### src/rtl/term_stream_writer.sv
`default_nettype none
// ============================================================================
// Module      : term_stream_writer
// Description : Converts a valid/ready byte stream into character-terminal
//               write strobes (char / column / row). It keeps a shadow cursor
//               that mirrors the terminal's own cursor movement.
//               Optional macro TERM_WRITER_ESCPOS_EN enables ESC row/col
//               cursor positioning.
// Revision    : 1.0 - initial release
// ============================================================================
module term_stream_writer #(
    parameter int ROWS      = 30,
    parameter int COLS      = 80,
    parameter int INIT_ROW  = 15,
    parameter int INIT_COL  = 40,
    parameter int STROBE_HI = 4,
    parameter int STROBE_LO = 4
) (
    input  logic       clk,
    input  logic       reset,
    input  logic [7:0] in_data,
    input  logic       in_valid,
    output logic       in_ready,
    output logic [7:0] data,
    output logic [1:0] dtype,
    output logic       dstrobe,
    output logic [4:0] shadow_row,
    output logic [6:0] shadow_col,
    output logic       busy
);

    localparam logic [2:0] S_IDLE    = 3'd0;
    localparam logic [2:0] S_DECODE  = 3'd1;
    localparam logic [2:0] S_SETUP   = 3'd2;
    localparam logic [2:0] S_HIGH    = 3'd3;
    localparam logic [2:0] S_LOW     = 3'd4;
    localparam logic [2:0] S_ESC_ROW = 3'd5;
    localparam logic [2:0] S_ESC_COL = 3'd6;

    localparam logic [1:0]  c_T_CHAR    = 2'd0;
    localparam logic [1:0]  c_T_COL     = 2'd1;
    localparam logic [1:0]  c_T_ROW     = 2'd2;
    localparam logic [4:0]  c_ROW_MAX   = 5'(ROWS - 1);
    localparam logic [6:0]  c_COL_MAX   = 7'(COLS - 1);
    localparam logic [7:0]  c_ROW_MAX8  = 8'(ROWS - 1);
    localparam logic [7:0]  c_COL_MAX8  = 8'(COLS - 1);
    localparam logic [11:0] c_LAST_CELL = 12'(ROWS * COLS - 1);
    localparam logic [7:0]  c_HI_LAST   = 8'(STROBE_HI - 1);
    localparam logic [7:0]  c_LO_LAST   = 8'(STROBE_LO - 1);

    logic [2:0]  r_state, w_next;
    logic [7:0]  r_byte;
    logic [1:0]  r_op_type [0:3];
    logic [7:0]  r_op_data [0:3];
    logic [1:0]  r_op_last;
    logic [1:0]  r_op_idx;
    logic [7:0]  r_timer;
    logic [11:0] r_fill_cnt;
    logic        r_clear;
    logic        r_tail;
    logic [4:0]  r_row;
    logic [6:0]  r_col;
`ifdef TERM_WRITER_ESCPOS_EN
    logic [4:0]  r_esc_row;
`endif

    logic [1:0]  w_ld_type [0:3];
    logic [7:0]  w_ld_data [0:3];
    logic [1:0]  w_ld_last;
    logic        w_has_ops;
    logic        w_clear;
    logic        w_esc;
    logic [7:0]  w_col_dec;
    logic [7:0]  w_tab_raw;
    logic [7:0]  w_tab;
    logic [4:0]  w_row_inc;
    logic        w_seq_done;
    logic [1:0]  w_cur_type;
    logic [7:0]  w_cur_data;

    assign w_cur_type = r_op_type[r_op_idx];
    assign w_cur_data = r_op_data[r_op_idx];

    // A clear runs row0,col0,fill then loops back over row0,col0 as a tail
    assign w_seq_done = r_clear ? (r_tail && (r_op_idx == 2'd1))
                                : (r_op_idx == r_op_last);

    // Byte decode into an op list, evaluated against the current shadow cursor
    always_comb begin
        w_has_ops = 1'b0;
        w_clear   = 1'b0;
        w_esc     = 1'b0;
        w_ld_last = 2'd0;
        for (int i = 0; i < 4; i++) begin
            w_ld_type[i] = c_T_CHAR;
            w_ld_data[i] = 8'h00;
        end
        w_col_dec = {1'b0, r_col - 7'd1};
        w_tab_raw = ({1'b0, r_col} | 8'd7) + 8'd1;
        w_tab     = (w_tab_raw > c_COL_MAX8) ? c_COL_MAX8 : w_tab_raw;
        w_row_inc = (r_row == c_ROW_MAX) ? 5'd0 : r_row + 5'd1;
        case (r_byte)
            8'h0D: begin
                w_has_ops    = 1'b1;
                w_ld_type[0] = c_T_COL;
            end
            8'h0A: begin
                w_has_ops    = 1'b1;
                w_ld_type[0] = c_T_ROW;
                w_ld_data[0] = {3'b000, w_row_inc};
            end
            8'h08: begin
                if (r_col != 7'd0) begin
                    w_has_ops    = 1'b1;
                    w_ld_last    = 2'd2;
                    w_ld_type[0] = c_T_COL;
                    w_ld_data[0] = w_col_dec;
                    w_ld_type[1] = c_T_CHAR;
                    w_ld_data[1] = 8'h20;
                    w_ld_type[2] = c_T_COL;
                    w_ld_data[2] = w_col_dec;
                end
            end
            8'h09: begin
                w_has_ops    = 1'b1;
                w_ld_type[0] = c_T_COL;
                w_ld_data[0] = w_tab;
            end
            8'h0C: begin
                w_has_ops    = 1'b1;
                w_clear      = 1'b1;
                w_ld_last    = 2'd2;
                w_ld_type[0] = c_T_ROW;
                w_ld_type[1] = c_T_COL;
                w_ld_type[2] = c_T_CHAR;
                w_ld_data[2] = 8'h20;
            end
`ifdef TERM_WRITER_ESCPOS_EN
            8'h1B: w_esc = 1'b1;
`endif
            default: begin
                if (r_byte >= 8'h20 && r_byte != 8'h7F) begin
                    w_has_ops    = 1'b1;
                    w_ld_data[0] = r_byte;
                end
            end
        endcase
    end

    // State register; async reset aborts any sequence and drops dstrobe at once
    always_ff @(posedge clk or posedge reset) begin
        if (reset) r_state <= S_IDLE;
        else       r_state <= w_next;
    end

    // Next-state logic
    always_comb begin
        w_next = r_state;
        case (r_state)
            S_IDLE:   if (in_valid) w_next = S_DECODE;
            S_DECODE: begin
                if (w_esc)          w_next = S_ESC_ROW;
                else if (w_has_ops) w_next = S_SETUP;
                else                w_next = S_IDLE;
            end
`ifdef TERM_WRITER_ESCPOS_EN
            S_ESC_ROW: if (in_valid) w_next = S_ESC_COL;
            S_ESC_COL: if (in_valid) w_next = S_SETUP;
`endif
            S_SETUP:  w_next = S_HIGH;
            S_HIGH:   if (r_timer == c_HI_LAST) w_next = S_LOW;
            S_LOW:    if (r_timer == c_LO_LAST) w_next = w_seq_done ? S_IDLE : S_SETUP;
            default:  w_next = S_IDLE;
        endcase
    end

    // Outputs: data/dtype follow the current op, whose index only moves into SETUP
    always_comb begin
        data     = w_cur_data;
        dtype    = w_cur_type;
        dstrobe  = (r_state == S_HIGH);
        in_ready = (r_state == S_IDLE) || (r_state == S_ESC_ROW) || (r_state == S_ESC_COL);
        busy     = !in_ready;
    end

    assign shadow_row = r_row;
    assign shadow_col = r_col;

    // Datapath: byte capture, op list, strobe timing, fill counter, shadow cursor
    always_ff @(posedge clk or posedge reset) begin
        if (reset) begin
            r_byte     <= 8'h00;
            r_op_last  <= 2'd0;
            r_op_idx   <= 2'd0;
            r_timer    <= 8'd0;
            r_fill_cnt <= 12'd0;
            r_clear    <= 1'b0;
            r_tail     <= 1'b0;
            r_row      <= 5'(INIT_ROW);
            r_col      <= 7'(INIT_COL);
            for (int i = 0; i < 4; i++) begin
                r_op_type[i] <= c_T_CHAR;
                r_op_data[i] <= 8'h00;
            end
`ifdef TERM_WRITER_ESCPOS_EN
            r_esc_row  <= 5'd0;
`endif
        end else begin
            case (r_state)
                S_IDLE: if (in_valid) r_byte <= in_data;
                S_DECODE: begin
                    if (w_has_ops) begin
                        for (int i = 0; i < 4; i++) begin
                            r_op_type[i] <= w_ld_type[i];
                            r_op_data[i] <= w_ld_data[i];
                        end
                        r_op_last  <= w_ld_last;
                        r_op_idx   <= 2'd0;
                        r_clear    <= w_clear;
                        r_tail     <= 1'b0;
                        r_fill_cnt <= 12'd0;
                    end
                end
`ifdef TERM_WRITER_ESCPOS_EN
                S_ESC_ROW: begin
                    if (in_valid)
                        r_esc_row <= (in_data > c_ROW_MAX8) ? c_ROW_MAX : in_data[4:0];
                end
                S_ESC_COL: begin
                    if (in_valid) begin
                        r_op_type[0] <= c_T_ROW;
                        r_op_data[0] <= {3'b000, r_esc_row};
                        r_op_type[1] <= c_T_COL;
                        r_op_data[1] <= (in_data > c_COL_MAX8) ? c_COL_MAX8 : in_data;
                        r_op_last    <= 2'd1;
                        r_op_idx     <= 2'd0;
                        r_clear      <= 1'b0;
                        r_tail       <= 1'b0;
                    end
                end
`endif
                S_SETUP: begin
                    r_timer <= 8'd0;
                    if (w_cur_type == c_T_CHAR) begin
                        if (r_col == c_COL_MAX) begin
                            r_col <= 7'd0;
                            r_row <= (r_row == c_ROW_MAX) ? 5'd0 : r_row + 5'd1;
                        end else begin
                            r_col <= r_col + 7'd1;
                        end
                    end else if (w_cur_type == c_T_COL) begin
                        r_col <= w_cur_data[6:0];
                    end else begin
                        r_row <= w_cur_data[4:0];
                    end
                end
                S_HIGH: r_timer <= (r_timer == c_HI_LAST) ? 8'd0 : r_timer + 8'd1;
                S_LOW: begin
                    r_timer <= r_timer + 8'd1;
                    if (r_timer == c_LO_LAST && !w_seq_done) begin
                        if (r_clear && r_op_idx == 2'd2) begin
                            if (r_fill_cnt != c_LAST_CELL) begin
                                r_fill_cnt <= r_fill_cnt + 12'd1;
                            end else begin
                                r_op_idx <= 2'd0;
                                r_tail   <= 1'b1;
                            end
                        end else begin
                            r_op_idx <= r_op_idx + 2'd1;
                        end
                    end
                end
                default: ;
            endcase
        end
    end

endmodule
`default_nettype wire

### config.mk
export PLATFORM = sky130hd
export DESIGN_NAME = term_stream_writer
export DESIGN_NICKNAME = d
export VERILOG_FILES = /design/src/rtl/term_stream_writer.sv
export SDC_FILE = /design/constraint.sdc
export NUM_CORES = 1
export LEC_CHECK = 0
export BUFFER_PORTS_ARGS = -buffer_cell sky130_fd_sc_hd__buf_2
export CAP_MARGIN = 20
export CORE_ASPECT_RATIO = 0.9
export CORE_MARGIN = 10
export CORE_UTILIZATION = 60
export DETAILED_ROUTE_END_ITERATION = 6
export GPL_TIMING_DRIVEN = 0
export HOLD_SLACK_MARGIN = 0.02
export PLACE_DENSITY = 0.8
export SYNTH_ARGS = -nofsm -noshare
export SYNTH_HDL_FRONTEND = slang
export SYNTH_SLANG_ARGS = --single-unit
### constraint.sdc
create_clock -name clk -period 3.6 [get_ports clk]
set_input_delay 0.18 -clock clk [delete_from_list [all_inputs] [get_ports clk]]
set_output_delay 0.18 -clock clk [all_outputs]
set_load 0.05 [all_outputs]
==> impl_metrics.yaml <==
setup_path:
  crit_fanout: 9
  path_class: "reg2reg"
  cp.required_ns: 3.87
  critPathLaunchType: "register"
  cpMaxStageDelayCell: "dfstp_2"
  crit_path_end_kind: "register"
  cp.arrival_ns: 2.84
  cp_slowest_stage_delay_ns: 0.56
  crit_chain: "buf_2 -> nor2_1 -> a41oi_1 -> a32oi_2 -> and2_4 -> or4_4 -> a21oi_2"
min_path:
  hold_class: "in2async"
detailed_routing:
  dr.first_iter.drc_count: 350
  first_pass_iters: 5
  viasPerCell: 6.05
  drc_errors: 0
  antenna_left: 0
  vias: 3654
  wl_per_cell_um: 16.9
  wirelength_um: 10200
floorplanning:
  rows: 28
  io_pins: 36
  die_h_um: 98.6
  die_area_um2: 10600
  core-area_um2: 6620
  die_width_um: 107
  initial_core_util_pct: 62.3
sta:
  slew_headroom_pct: 45.7
  fin_skew_ns: 0.0121
  finalCritPeriodShare_pct: 71.5
  maxSlewViolCount: 0
  setup_viol: 0
  rsz0062_at_grt: "no"
  hold_viol_final: 13
  fmax_mhz: 388
  worstMarginPinSlew_ns: 0.814
  whs_ns: -0.0120
  finalSetupTns_ns: 0
  layout_min_cycle_time_ns: 2.57
global_route:
  antenna_found_initial: 0
  grt_max_degree: 68
  use_met2_pct: 29.9
  grt_pass1_vias: 3458
  grt_pass1_wl_um: 17000
  gr-total-overflow: 0
  use_met1_pct: 25.8
  busiest_layer: "met2"
  grt_use_total_pct: 19.4
  use_met3_pct: 5.79
placed_design:
  io_buffers: 35
  dpl-instance-area_um2: 4410
  place_congestion: 0.947
  dpl.hpwl_um: 7570
logic_synthesis:
  synthCells: 463
  synth_area_per_cell_um2: 8.90
  synth_edf_count: 0
  ys_seq_area_share_pct: 40.8
  synth_warnings: 0
  ys.flop_type: "dfrtp_1"
  async_reset_ff_share_pct: 100
  syn-num-nets: 484
  ys_types: 70
  netlist_area_um2: 4120
  synth-seq-cells: 67
clocking:
  post_cts_buffers: 0
  clkLatencyLatePin_ns: 0.35
  cts_max_path_buffers: 2
  numCtsBuffers: 9
  root_buffer: "clkbuf_8"
  cts_tree: "yes"
  htreeDepth: 3
  clkSinkCount: 67
  cts_hold_buffers: 0
  cts_resized: 0
  clkTransAtPathRegs_ns: 0.07
flow_run:
  drv_cap: 0
finish:
  nFillCells: 536
  area_growth_pct: 10.8
  final_core_util_pct: 69.0
  diodes: 0
  final_cell_mix: "nand2_1, dfrtp_1, nor2_1"
  final_nets: 530
  final_common_cell: "nand2_1"
  drive_gt1_share_pct: 17.7
  final_cell_area_um2: 4570
power:
  p_per_area_nw_per_um2: 793
  max-vdd-ir-drop_uv: 479
  leakage_nw: 2.04
outcome:
  status: "finished with violations"
  violations: "negative hold slack"
sequential cells by signal, summed over array words and instances, names as in the netlist:
register	cells
r_state	3
r_op_data	16
r_op_type	4
r_op_idx	2
r_fill_cnt	12
r_op_last	1
r_byte	8
shadow_col	7
r_timer	8
r_tail	1
shadow_row	5
cells by family (layout without fill, tap and decap cells):
family                   Yosys count  in the layout  share of synthesized area, %
multiplexers                      25             25                          6.49
adder cells (fa/ha/maj)           10             10                          3.03
AND/OR/NAND/NOR                  207            207                          25.2
flip-flops                        67             67                          40.8
AO/OA/AOI/OAI                     98             98                          16.1
buffers and inverters             39             90                          4.73
XOR/XNOR                          17             17                          3.61
synthesized netlist by cell type (all sizes together) (7+ instances only):
library cell	number	area, µm²
a21oi	13	68.8
buf	14	101
clkbuf	10	37.5
dfrtp	61	1530
ha	10	125
inv	15	56.3
mux2	14	158
mux2i	11	110
nand2	72	270
nand3	20	100
nor2	48	180
nor2b	8	50.1
nor3	13	70.1
nor3b	7	73.8
o21ai	35	179
o31ai	7	52.6
xnor2	11	96.3
report_power, final:
part | leakage [nW] | switching, mW | total [mW] | internal (mW)
Sequential | 0.864 | 0.187 | 1.14 | 0.954
Combinational | 1.10 | 1.31 | 1.95 | 0.643
Clock | 0.0774 | 0.280 | 0.528 | 0.249
Total | 2.04 | 1.78 | 3.62 | 1.85
final timing paths:
| check | from | endpoint | slack (ns) | cells past startpoint |
|---|---|---|---|---|
| hold reg to reg | r_op_data[28] | r_op_data[28] | 0.49 | 2 |
| max in group asynchronous | reset | r_fill_cnt[0] | 3.07 | 2 |
| setup reg to reg | shadow_col[3] | r_fill_cnt[4] | 1.03 | 7 |
| min in group clk | in_data[5] | r_byte[5] | 0.06 | 2 |
| hold / removal | reset | r_op_data[13] | -0.01 | 2 |
| setup / recovery | shadow_col[3] | r_fill_cnt[4] | 1.03 | 7 |
cell type report:
| cell class | instances | area, µm² | share of cell area [%] |
|---|---|---|---|
| Multi-Input combinational cell | 357 | 2240 | 49.1 |
| Sequential cell | 67 | 1680 | 36.9 |
| Timing Repair Buffer | 35 | 175 | 3.83 |
| Clock buffer | 13 | 139 | 3.04 |
| Buffer | 24 | 139 | 3.04 |
| Tap cell | 90 | 113 | 2.46 |
| Inverter | 15 | 58.8 | 1.29 |
| Clock inverter | 3 | 17.5 | 0.383 |
critical path, delay by kind of cell (launching register included):
kind | cells | cell delay (ns)
AOI/OAI and AO/OA | 3 | 0.85
buffers and inverters | 1 | 0.21
DFF | 1 | 0.56
and+or+nand+nor | 3 | 0.88
through the flow:
| stage | setup WS [ns] | cells | power, mW |
|---|---|---|---|
| global route | 0.929 | 604 | 3.84 |
| CTS | 1.07 | 604 | 3.61 |
| detailed placement | 1.10 | 588 | 3.08 |
| global placement | 0.922 | 588 | 3.03 |
| floorplan | 0.853 | 463 | 2.62 |
| finish | 1.03 | 604 | 3.62 |
layer usage:
| layer | part of all wire (%) | vias up |
|---|---|---|
| li1 | - | 1739 |
| met1 | 45 | 1759 |
| met2 | 46 | 139 |
| met3 | 7.4 | 17 |
| met4 | 1.4 | 0 |
| met5 | 0 | - |
(Power assumes the default switching activity.)
